===== config.mk =====
export PLATFORM = sky130hd
export DESIGN_NAME = axis_pkt_gen_flat
export DESIGN_NICKNAME = d
export VERILOG_FILES = /design/src/rtl/axis_pkt_gen_pkg.sv /design/src/rtl/axis_pkt_gen_if.sv /design/src/rtl/axis_pkt_gen_len_ctrl.sv /design/src/rtl/axis_pkt_gen.sv /design/src/flat_wrapper.sv
export SDC_FILE = /design/constraint.sdc
export NUM_CORES = 1
export LEC_CHECK = 0
export ABC_CLOCK_PERIOD_IN_PS = 5300
export CAP_MARGIN = 20
export CELL_PAD_IN_SITES_DETAIL_PLACEMENT = 1
export CELL_PAD_IN_SITES_GLOBAL_PLACEMENT = 2
export CORE_ASPECT_RATIO = 1.5
export CORE_UTILIZATION = 30
export DETAILED_ROUTE_END_ITERATION = 7
export MAX_ROUTING_LAYER = met4
export PLACE_DENSITY = 0.79
export SKIP_CTS_REPAIR_TIMING = 1
export SLEW_MARGIN = 25
export SYNTH_ARGS = -nofsm -noshare
export SYNTH_HDL_FRONTEND = slang
export SYNTH_SLANG_ARGS = --single-unit
export TNS_END_PERCENT = 10

===== constraint.sdc =====
create_clock -name i_clk -period 5.3 [get_ports i_clk]
set_clock_uncertainty 0.15 [all_clocks]
set_input_delay 1.06 -clock i_clk [delete_from_list [all_inputs] [get_ports i_clk]]
set_output_delay 1.06 -clock i_clk [all_outputs]
set_load 0.05 [all_outputs]

===== src/rtl/axis_pkt_gen_pkg.sv =====
// Shared types, FSM encodings and helpers for the AXIS test-packet generator.
package axis_pkt_gen_pkg;

    localparam logic [1:0] ST_IDLE = 2'd0;
    localparam logic [1:0] ST_INIT = 2'd1;
    localparam logic [1:0] ST_SEND = 2'd2;
    localparam logic [1:0] ST_GAP  = 2'd3;

    // PRBS-31, x^31 + x^28 + 1
    localparam logic [30:0] PRBS_SEED   = 31'h7FFF_FFFF;
    localparam int          PRBS_TAP_HI = 30;
    localparam int          PRBS_TAP_LO = 27;

    // Descriptor of the beat on the bus, or of the next beat to be loaded
    typedef struct packed {
        logic [15:0] seq;
        logic [15:0] len;
        logic [15:0] idx;
    } beat_t;

    // MSB-first byte enables: the top rem lanes are set, rem = 0 means full
    function automatic logic [255:0] keep_msb(input int unsigned rem, input int unsigned kb);
        keep_msb = '0;
        for (int unsigned i = 0; i < 256; i++) begin
            if (i < kb && (rem == 0 || i >= kb - rem))
                keep_msb[i] = 1'b1;
        end
    endfunction

    function automatic logic [30:0] prbs31_step(input logic [30:0] s);
        return {s[29:0], s[PRBS_TAP_HI] ^ s[PRBS_TAP_LO]};
    endfunction

endpackage


===== src/rtl/axis_pkt_gen_if.sv =====
// AXI4-Stream bundle carrying the generator's packets to a sink.
interface axis_pkt_gen_if #(
    parameter int DATA_WIDTH = 64
);
    localparam int KB = DATA_WIDTH / 8;

    logic [DATA_WIDTH-1:0] tdata;
    logic [KB-1:0]         tkeep;
    logic                  tlast;
    logic [31:0]           tuser;
    logic                  tvalid;
    logic                  tready;

    modport master (output tdata, tkeep, tlast, tuser, tvalid, input tready);
    modport slave  (input tdata, tkeep, tlast, tuser, tvalid, output tready);
endinterface


===== src/rtl/axis_pkt_gen_len_ctrl.sv =====
// Length sweep step, beat count, last-beat detect and tkeep for a beat descriptor.
module axis_pkt_gen_len_ctrl
    import axis_pkt_gen_pkg::*;
#(
    parameter int          P_DATA_WIDTH = 64,
    parameter logic [15:0] P_MIN_LEN    = 16'd60,
    parameter logic [15:0] P_MAX_LEN    = 16'd1514
) (
    input  logic [15:0]                 i_cur_len,
    output logic [15:0]                 o_next_len,
    input  logic [15:0]                 i_beat_len,
    input  logic [15:0]                 i_beat_idx,
    output logic                        o_last,
    output logic [P_DATA_WIDTH/8-1:0]   o_keep
);
    localparam int          KB   = P_DATA_WIDTH / 8;
    localparam logic [15:0] KB16 = 16'(KB);

    logic [15:0] rem;
    logic [15:0] beats;

    always_comb begin
        o_next_len = (i_cur_len >= P_MAX_LEN) ? P_MIN_LEN : i_cur_len + 16'd1;
        rem        = i_beat_len % KB16;
        // Written as quotient + carry so a length near 16'hFFFF cannot overflow
        beats      = i_beat_len / KB16 + {15'd0, |rem};
        o_last     = (i_beat_idx == beats);
        o_keep     = o_last ? KB'(keep_msb(32'(rem), KB)) : '1;
    end

endmodule


===== src/rtl/axis_pkt_gen.sv =====
// AXI4-Stream test-packet generator: FSM and registered AXIS outputs.
// Optional PRBS-31 payload is built when AXIS_PKT_GEN_PRBS_EN is defined.
module axis_pkt_gen
    import axis_pkt_gen_pkg::*;
#(
    parameter int          P_DATA_WIDTH  = 64,
    parameter logic [15:0] P_MIN_LEN     = 16'd60,
    parameter logic [15:0] P_MAX_LEN     = 16'd1514,
    parameter logic [15:0] P_PKT_NUM     = 16'd20,
    parameter logic [7:0]  P_GAP_CYCLES  = 8'd4,
    parameter logic [11:0] P_INIT_CYCLES = 12'd4095
) (
    input  logic        i_clk,
    input  logic        i_rst,
    input  logic        i_start,
    input  logic        i_stop,
`ifdef AXIS_PKT_GEN_PRBS_EN
    input  logic        i_prbs_mode,
`endif
    output logic        o_busy,
    output logic [15:0] o_pkt_cnt,
    axis_pkt_gen_if.master m_axis
);
    localparam int KB    = P_DATA_WIDTH / 8;
    localparam int NLANE = P_DATA_WIDTH / 16;

    logic [1:0]              state_q, state_d;
    logic [11:0]             init_cnt_q, init_cnt_d;
    logic [7:0]              gap_cnt_q, gap_cnt_d;
    logic [15:0]             pkt_cnt_q, pkt_cnt_d, pkt_cnt_inc;
    logic                    stop_pend_q, stop_pend_d;
    logic                    busy_q, busy_d;
    beat_t                   cur_q, cur_d, nxt;
    logic                    tvalid_q, tvalid_d;
    logic                    tlast_q, tlast_d;
    logic [P_DATA_WIDTH-1:0] tdata_q, tdata_d;
    logic [KB-1:0]           tkeep_q, tkeep_d;
    logic [31:0]             tuser_q, tuser_d;
`ifdef AXIS_PKT_GEN_PRBS_EN
    logic [30:0]             prbs_q, prbs_d;
    logic                    prbs_mode_q, prbs_mode_d;
`endif
    logic                    accept, do_load, pkt_done;
    logic [15:0]             next_len;
    logic                    nxt_last;
    logic [KB-1:0]           nxt_keep;

    axis_pkt_gen_len_ctrl #(
        .P_DATA_WIDTH (P_DATA_WIDTH),
        .P_MIN_LEN    (P_MIN_LEN),
        .P_MAX_LEN    (P_MAX_LEN)
    ) u_len_ctrl (
        .i_cur_len  (cur_q.len),
        .o_next_len (next_len),
        .i_beat_len (nxt.len),
        .i_beat_idx (nxt.idx),
        .o_last     (nxt_last),
        .o_keep     (nxt_keep)
    );

    // In SEND the next beat follows the one on the bus; elsewhere cur_q is already it
    always_comb begin
        nxt = cur_q;
        if (state_q == ST_SEND) begin
            if (tlast_q) begin
                nxt.seq = cur_q.seq + 16'd1;
                nxt.len = next_len;
                nxt.idx = 16'd1;
            end else begin
                nxt.idx = cur_q.idx + 16'd1;
            end
        end
    end

    always_comb begin
        state_d     = state_q;
        init_cnt_d  = init_cnt_q;
        gap_cnt_d   = gap_cnt_q;
        pkt_cnt_d   = pkt_cnt_q;
        stop_pend_d = stop_pend_q;
        cur_d       = cur_q;
        tvalid_d    = tvalid_q;
        tlast_d     = tlast_q;
        tdata_d     = tdata_q;
        tkeep_d     = tkeep_q;
        tuser_d     = tuser_q;
`ifdef AXIS_PKT_GEN_PRBS_EN
        prbs_d      = prbs_q;
        prbs_mode_d = prbs_mode_q;
`endif
        accept      = tvalid_q & m_axis.tready;
        do_load     = 1'b0;
        pkt_cnt_inc = (pkt_cnt_q == 16'hFFFF) ? pkt_cnt_q : pkt_cnt_q + 16'd1;
        pkt_done    = 1'b0;

        case (state_q)
            ST_IDLE: begin
                if (i_start) begin
                    state_d     = ST_INIT;
                    init_cnt_d  = P_INIT_CYCLES;
                    pkt_cnt_d   = '0;
                    stop_pend_d = 1'b0;
                    cur_d.seq   = '0;
                    cur_d.len   = P_MIN_LEN;
                    cur_d.idx   = 16'd1;
`ifdef AXIS_PKT_GEN_PRBS_EN
                    prbs_d      = PRBS_SEED;
                    prbs_mode_d = i_prbs_mode;
`endif
                end
            end
            ST_INIT: begin
                if (init_cnt_q == '0) begin
                    state_d = ST_SEND;
                    do_load = 1'b1;
                end else begin
                    init_cnt_d = init_cnt_q - 12'd1;
                end
            end
            ST_SEND: begin
                stop_pend_d = stop_pend_q | i_stop;
                if (accept) begin
`ifdef AXIS_PKT_GEN_PRBS_EN
                    prbs_d = prbs31_step(prbs_q);
`endif
                    if (!tlast_q) begin
                        do_load = 1'b1;
                    end else begin
                        pkt_cnt_d = pkt_cnt_inc;
                        pkt_done  = (P_PKT_NUM != 16'd0 && pkt_cnt_inc == P_PKT_NUM)
                                    || stop_pend_q || i_stop;
                        if (pkt_done) begin
                            state_d  = ST_IDLE;
                            tvalid_d = 1'b0;
                            tlast_d  = 1'b0;
                        end else if (P_GAP_CYCLES == 8'd0) begin
                            do_load = 1'b1;
                        end else begin
                            state_d   = ST_GAP;
                            gap_cnt_d = 8'(P_GAP_CYCLES - 8'd1);
                            tvalid_d  = 1'b0;
                            tlast_d   = 1'b0;
                            cur_d     = nxt;
                        end
                    end
                end
            end
            default: begin  // ST_GAP
                if (i_stop || stop_pend_q) begin
                    state_d = ST_IDLE;
                end else if (gap_cnt_q == '0) begin
                    state_d = ST_SEND;
                    do_load = 1'b1;
                end else begin
                    gap_cnt_d = gap_cnt_q - 8'd1;
                end
            end
        endcase

        if (do_load) begin
            cur_d    = nxt;
            tvalid_d = 1'b1;
            tlast_d  = nxt_last;
            tkeep_d  = nxt_keep;
            tuser_d  = {nxt.seq, nxt.len};
            for (int i = 0; i < NLANE; i++) begin
                tdata_d[i*16 +: 16] = nxt.idx;
`ifdef AXIS_PKT_GEN_PRBS_EN
                // 32-bit word {1'b0, prbs} replicated, low half in even lanes
                if (prbs_mode_q)
                    tdata_d[i*16 +: 16] = (i % 2 == 1) ? {1'b0, prbs_d[30:16]} : prbs_d[15:0];
`endif
            end
        end

        busy_d = (state_d != ST_IDLE);
    end

    always_ff @(posedge i_clk or posedge i_rst) begin
        if (i_rst) begin
            state_q     <= ST_IDLE;
            init_cnt_q  <= '0;
            gap_cnt_q   <= '0;
            pkt_cnt_q   <= '0;
            stop_pend_q <= 1'b0;
            busy_q      <= 1'b0;
            cur_q       <= '0;
            tvalid_q    <= 1'b0;
            tlast_q     <= 1'b0;
            tdata_q     <= '0;
            tkeep_q     <= '1;
            tuser_q     <= '0;
`ifdef AXIS_PKT_GEN_PRBS_EN
            prbs_q      <= PRBS_SEED;
            prbs_mode_q <= 1'b0;
`endif
        end else begin
            state_q     <= state_d;
            init_cnt_q  <= init_cnt_d;
            gap_cnt_q   <= gap_cnt_d;
            pkt_cnt_q   <= pkt_cnt_d;
            stop_pend_q <= stop_pend_d;
            busy_q      <= busy_d;
            cur_q       <= cur_d;
            tvalid_q    <= tvalid_d;
            tlast_q     <= tlast_d;
            tdata_q     <= tdata_d;
            tkeep_q     <= tkeep_d;
            tuser_q     <= tuser_d;
`ifdef AXIS_PKT_GEN_PRBS_EN
            prbs_q      <= prbs_d;
            prbs_mode_q <= prbs_mode_d;
`endif
        end
    end

    assign m_axis.tvalid = tvalid_q;
    assign m_axis.tlast  = tlast_q;
    assign m_axis.tdata  = tdata_q;
    assign m_axis.tkeep  = tkeep_q;
    assign m_axis.tuser  = tuser_q;
    assign o_busy        = busy_q;
    assign o_pkt_cnt     = pkt_cnt_q;

endmodule


===== src/flat_wrapper.sv =====
// flat-port wrapper written by rule: the top's interface ports become plain ports
module axis_pkt_gen_flat import axis_pkt_gen_pkg::*;
#(
    parameter int          P_DATA_WIDTH  = 64,
    parameter logic [15:0] P_MIN_LEN     = 16'd60,
    parameter logic [15:0] P_MAX_LEN     = 16'd1514,
    parameter logic [15:0] P_PKT_NUM     = 16'd20,
    parameter logic [7:0]  P_GAP_CYCLES  = 8'd4,
    parameter logic [11:0] P_INIT_CYCLES = 12'd4095
)
  (i_clk, i_rst, i_start, i_stop, o_busy, o_pkt_cnt, m_axis_tdata, m_axis_tkeep, m_axis_tlast, m_axis_tuser, m_axis_tvalid, m_axis_tready);
  axis_pkt_gen_if #(.DATA_WIDTH(64)) m_axis_i ();
  input  logic i_clk;
  input  logic i_rst;
  input  logic i_start;
  input  logic i_stop;
  output logic o_busy;
  output logic [15:0] o_pkt_cnt;
  output wire logic [$bits(m_axis_i.tdata)-1:0] m_axis_tdata;
  output wire logic [$bits(m_axis_i.tkeep)-1:0] m_axis_tkeep;
  output wire logic [$bits(m_axis_i.tlast)-1:0] m_axis_tlast;
  output wire logic [$bits(m_axis_i.tuser)-1:0] m_axis_tuser;
  output wire logic [$bits(m_axis_i.tvalid)-1:0] m_axis_tvalid;
  input wire logic [$bits(m_axis_i.tready)-1:0] m_axis_tready;
  assign m_axis_tdata = m_axis_i.tdata;
  assign m_axis_tkeep = m_axis_i.tkeep;
  assign m_axis_tlast = m_axis_i.tlast;
  assign m_axis_tuser = m_axis_i.tuser;
  assign m_axis_tvalid = m_axis_i.tvalid;
  assign m_axis_i.tready = m_axis_tready;
  axis_pkt_gen #(.P_DATA_WIDTH(P_DATA_WIDTH), .P_MIN_LEN(P_MIN_LEN), .P_MAX_LEN(P_MAX_LEN), .P_PKT_NUM(P_PKT_NUM), .P_GAP_CYCLES(P_GAP_CYCLES), .P_INIT_CYCLES(P_INIT_CYCLES)) u_core (.i_clk(i_clk), .i_rst(i_rst), .i_start(i_start), .i_stop(i_stop), .o_busy(o_busy), .o_pkt_cnt(o_pkt_cnt), .m_axis(m_axis_i));
endmodule

==> results.yml <==
route:
  route.detailed.drc: 0
  ant_nets: 0
  drtIter0Drc: 360
  routed_wl_um: 27500
  via_count: 7733
  drt-pass1-iter-count: 4
  via_per_inst: 5.26
  wl_per_cell_um: 18.7
yosys:
  yosysUniqueCellTypes: 74
  ys_ff_latch: 146
  synth_mux_area_share_pct: 1.57
  ys.warnings.count: 0
  synthAdderAreaFrac_pct: 1.86
  ys_seq_area_share_pct: 41.9
  avgSynthCellArea_um2: 8.65
  synth-edff-count: 0
  synth_ff_type: "dfrtp_1"
  synthCells: 1011
  syn_nets: 1029
  synth_compound_area_share_pct: 16.2
  syn-cell-area_mm2: 0.00875
  async_flop_share_pct: 100
  synth_top_family_by_area: "simple AND/OR/NAND/NOR gates"
  synthXorXnorAreaFrac_pct: 6.21
  yosys.area_share.simple_pct: 24.5
sta:
  relSlewSlack_pct: 35.3
  setup_violations: 0
  hold_violations: 0
  max_freq_mhz: 203
  worst_pin_slew_ns: 0.970
  rsz0062_at_grt: "false"
  setup_tns_ns: 0
  layout_min_cycle_time_ns: 4.92
  setup_slack_ns: 0.376
  post-route-period-util_pct: 92.9
  drv_slew: 0
floorplan:
  rows: 76
  core_mm2: 0.0287
  fp.dieH_um: 211
  initial_core_util_pct: 30.5
  fp.dieArea_mm2: 0.0299
  fp.dieW_um: 141
  ios: 128
critical_path:
  worstSetupStartpointType: "flop"
  reg2reg_setup_slack_ns: 0.38
  r2r_cells: 16
  r2r_end: "u_core.m_axis.tkeep[0]$_DFFE_PP1N_"
  worstPathRequired_ns: 5.50
  setup.worst_path.class: "reg -> reg"
  reg2reg_from: "u_core.cur_q[27]$_DFFE_PP0P_"
  end_kind: "flop"
  arrival_ns: 5.13
  cp_max_fo: 9
cts:
  path_clk_slew_ns: 0.06
  clk_latency_ns: 0.44
  cts_buffer_depth: 2
  cts_buffers: 17
  cts_tree: "built"
  clock-sinks: 146
  h-tree-depth: 4
  root_buffer: "clkbuf_16"
placement:
  pre_cts_ws_ns: 0.254
  io_buffer_count: 127
  hpwlAfterDp_um: 19900
  routabilityCongestion: 0.857
power_and_ir_drop:
  finalPower_mw: 3.62
  leakage_nw: 4.23
  p_per_area_mw_per_mm2: 338
  ir_drop_mv: 0.239
global_routing:
  antenna_found_initial: 0
  grt_max_degree: 96
  grt_remaining_overflow: 0
  grt_pass1_vias: 8041
  grt_usage_pct: 19.8
  grt_pass1_wl_um: 44100
worst_hold_path:
  hold_end: "u_core.m_axis.tuser[15]$_DFFE_PP0N_"
  worstHoldPathCells: 1
  hold_class: "reg -> reg"
  worstHoldStart: "u_core.m_axis.tuser[15]$_DFFE_PP0N_"
status:
  status: "finished, final reports clean"
finish:
  fill_cells: 3387
  syn_to_final_growth_pct: 22.3
  layout-drive-gt1-share_pct: 8.34
  finalNetCount: 1085
  n_antenna_cell: 0
run:
  max_cap_violations: 0
[metal layers]
layer,up-vias,wire length [um],track usage (%)
met5,-,0,-
met4,0,857,8.34
met3,42,1060,4.24
met2,171,14400,35.0
met1,3864,11200,21.4
li1,3656,-,-
[through the flow]
| stage | std cells | instance area [um^2] | util (%) | hold WS (ns) |
|---|---|---|---|---|
| floorplan | 1011 | 8750 | - | 0.321 |
| global placement | 1437 | 10100 | 35.0 | 0.305 |
| detailed placement | 1437 | 10100 | 35.0 | 0.317 |
| CTS | 1468 | 10700 | 37.1 | 0.331 |
| global route | 1469 | 10700 | 37.3 | 0.341 |
| finish | 1469 | 10700 | 37.3 | 0.324 |
[cells in the mapped netlist (9+ instances only)]
master,count,area share (%)
a21o_1,13,1.1
a21oi_1,38,2.2
a31oi_1,20,1.4
and3_1,12,0.86
buf_2,9,0.51
buf_4,52,4.5
clkbuf_1,44,1.9
dfrtp_1,138,39
ha_1,13,1.9
inv_1,19,0.82
nand2_1,139,6.0
nand3_1,45,2.6
nand4_1,23,1.6
nor2_1,99,4.2
nor3_1,23,1.3
nor4_1,16,1.1
o21ai_0,81,4.6
o31ai_1,13,1.1
xnor2_1,31,3.1
xor2_1,31,3.1
[layout make-up]
| class | count | area [um^2] | area share [%] |
|---|---|---|---|
| Clock inverter | 8 | 100 | 0.935 |
| Inverter | 19 | 76.3 | 0.713 |
| Timing Repair Buffer | 145 | 1440 | 13.4 |
| Tap cell | 390 | 488 | 4.56 |
| Sequential cell | 146 | 3660 | 34.2 |
| Clock buffer | 23 | 508 | 4.75 |
| Multi-Input combinational cell | 738 | 4430 | 41.4 |
[cell usage in the layout (no fill, tap or decap), types with 12 or more instances in the layout]
master	synthesis	final
clkbuf_16	0	17
nand4_1	23	23
a31oi_1	20	20
o31ai_1	13	13
dfrtp_1	138	138
nand3_1	45	44
a21oi_1	38	38
o21ai_0	81	81
nor4_1	16	15
clkdlybuf4s50_1	0	127
inv_1	19	18
nor2_1	99	97
xnor2_1	31	31
xor2_1	31	31
a21o_1	13	13
and3_1	12	12
nor3_1	23	23
ha_1	13	12
nand2_1	139	139
buf_4	52	16
[worst max path at each step]
stage	start	end	slack [ns]
floorplan	i_rst	u_core.cur_q[0]$_DFFE_PP0P_	0.18
global placement	u_core.cur_q[27]$_DFFE_PP0P_	u_core.m_axis.tkeep[0]$_DFFE_PP1N_	0.38
detailed placement	u_core.cur_q[27]$_DFFE_PP0P_	u_core.m_axis.tkeep[1]$_DFFE_PP1N_	0.25
CTS	u_core.cur_q[27]$_DFFE_PP0P_	u_core.m_axis.tkeep[0]$_DFFE_PP1N_	0.24
global route	u_core.cur_q[16]$_DFFE_PP0P_	u_core.m_axis.tkeep[0]$_DFFE_PP1N_	0.05
finish	u_core.cur_q[27]$_DFFE_PP0P_	u_core.m_axis.tkeep[0]$_DFFE_PP1N_	0.38
[power by group]
part	internal (mW)	switching, mW
clock network	0.764	0.503
logic	0.338	0.714
registers	1.19	0.102
[kinds of logic (layout without fill, tap and decap cells)]
kind of cell / Yosys count / in the layout
XOR/XNOR: 62 / 62
adder cells (fa/ha/maj): 13 / 13
AND/OR/NAND/NOR: 429 / 429
multiplexers: 13 / 13
buffers and inverters: 127 / 195
flip-flops: 146 / 146
AO/OA/AOI/OAI: 221 / 221
[sequential cells by signal, summed over array words and instances (netlist names)]
name / cells
u_core.m_axis.tvalid: 1
u_core.stop_pend_q: 1
u_core.m_axis.tlast: 1
u_core.o_pkt_cnt: 16
u_core.cur_q: 48
u_core.init_cnt_q: 12
u_core.state_q: 2
u_core.m_axis.tdata: 16
u_core.m_axis.tkeep: 8
u_core.o_busy: 1
u_core.m_axis.tuser: 32
u_core.gap_cnt_q: 8
[worst max-delay path: stages, from the launching register on]
cell and delay [ns]:
dfrtp_1 0.47, or3b_2 0.50, or4_1 0.58, nand3_2 0.20
o21ai_0 0.16, inv_1 0.16, ha_1 0.17, ha_2 0.27
inv_1 0.10, ha_1 0.26, ha_1 0.31, xnor2_1 0.13
nor4_1 0.26, nand3_1 0.10, or3_1 0.54, a2111oi_2 0.37
a21oi_1 0.11
(Power assumes the default switching activity.)
==> edit (same flow settings) <==
`tdata_q` no longer has a reset.
--- a/src/rtl/axis_pkt_gen.sv
+++ b/src/rtl/axis_pkt_gen.sv
@@ -188,5 +188,4 @@
             tvalid_q    <= 1'b0;
             tlast_q     <= 1'b0;
-            tdata_q     <= '0;
             tkeep_q     <= '1;
             tuser_q     <= '0;
@@ -205,5 +204,4 @@
             tvalid_q    <= tvalid_d;
             tlast_q     <= tlast_d;
-            tdata_q     <= tdata_d;
             tkeep_q     <= tkeep_d;
             tuser_q     <= tuser_d;
@@ -213,4 +211,8 @@
 `endif
         end
+    end
+
+    always_ff @(posedge i_clk) begin
+        tdata_q <= tdata_d;
     end
 
Function: same outputs for any inputs over 10 cycles, from zero or initial values and one cycle with i_rst high; that may be too few to reach the edited logic, so the function may still have changed.
==> edit against the original RTL <==
Power increased by 3.3%; wire length down 6.0%; critical path depth grew 4; via count down 2.9%; sequential cell count is the same; setup slack worse by 65 ps; cell area barely moved; area after synthesis decreased by 0.59%; fmax decreased by 1.3%; critical path type unchanged.
==> edit: results (changes against the original RTL) <==
{| class="wikitable"
! Metric !! Value
|-
| Run status || completed (unchanged)
|-
| Final cell area excluding filler cells || 10700 um^2 (about the same)
|-
| Non-clock inverter count in the final layout || 34 (was 19)
|-
| Leakage dissipation || 4.21 nW (was 4.23 nW)
|-
| Nets@finish || 1067 (was 1085)
|-
| Number of inserted filler cells in the final layout || 3318 (was 3387)
|-
| PwrDens || 349 nW/um^2 (was 338 nW/um^2)
|-
| Arrival time worst endpoint || 5190 ps (was 5130 ps)
|-
| Met3 demand-to-capacity share in global routing || 0.0325 (was 0.0424)
|-
| Standard cell area after detailed placement || 10000 um^2 (was 10100 um^2)
|-
| Slack of the worst reg-to-reg path || 310 ps (was 380 ps)
|-
| Portion of netlist area occupied by mux cells || 0.0135 (was 0.0157)
|-
| Share of cell area taken by multi-input logic gates || 0.400 (was 0.414)
|-
| Worst Hold Depth || 2 (was 1)
|-
| Area fraction in compound gates after synthesis || 0.155 (was 0.162)
|-
| Yosys cell types || 76 (was 74)
|-
| Count of plain and timing-repair buffers in the layout || 149 (was 145)
|-
| Register share of total power || 0.383 (was 0.359)
|-
| Crit path max-delay cell type || sky130_fd_sc_hd__or4_4 (was sky130_fd_sc_hd__or4_1)
|-
| Fraction of the yosys area taken by sequential cells || 0.430 (was 0.419)
|-
| Largest stage delay, worst path || 550 ps (was 580 ps)
|-
| Number of nets produced by synthesis || 997 (was 1029)
|-
| Synthesized area per cell || 8.88 um^2 (was 8.65 um^2)
|-
| Global-route wire length before repair || 42000 um (was 44100 um)
|-
| Width of the chip || 141 um (about the same)
|-
| Layout clock buffers || 24 (was 23)
|-
| Startpoint of the tightest hold check path || u_core.m_axis.tuser[3] (was u_core.m_axis.tuser[15])
|-
| Non-Clock Buffer Area Fraction || 0.137 (was 0.134)
|-
| Met1 Track Usage GR || 0.210 (was 0.214)
|-
| Logic depth of the worst register-to-register path || 20 (was 16)
|-
| GR Util met2 || 0.332 (was 0.350)
|-
| Sequential cell count of the final layout || 146 (unchanged)
|-
| Via count of the first global-routing pass || 7610 (was 8041)
|-
| Met3 wire length || 806 um (was 1060 um)
|-
| Start of the worst register-to-register path || u_core.cur_q[16] (was u_core.cur_q[27])
|}
==> edit: cell types whose count changed after synthesis, sizes merged, moves of 12 or more <==
cell / change
nor2: -22
inv: +15
edfxtp: +16
a22o: +13
dfrtp: -16
a21o: -12
==> edit: how the worst max path moves through the flow <==
stage,from,end,slack (ps)
after detailed placement,u_core.cur_q[16],u_core.m_axis.tlast,8
after global placement,u_core.cur_q[16],u_core.m_axis.tlast,280
after global routing,u_core.cur_q[16],u_core.m_axis.tkeep[1],-3
final,u_core.cur_q[16],u_core.m_axis.tkeep[0],310
after floorplan,i_rst,u_core.cur_q[0],630
after CTS,u_core.cur_q[16],u_core.m_axis.tlast,3
==> edit: critical path: cells and delay by family, from the launching register on <==
| kind | cells | cell delay (ps) |
|---|---|---|
| AND/OR/NAND/NOR | 7 | 1810 |
| adder cells (fa/ha/maj) | 4 | 950 |
| AO/OA/AOI/OAI | 4 | 870 |
| buffers and inverters | 4 | 520 |
| flip-flops | 1 | 500 |
| multiplexers | 1 | 90 |
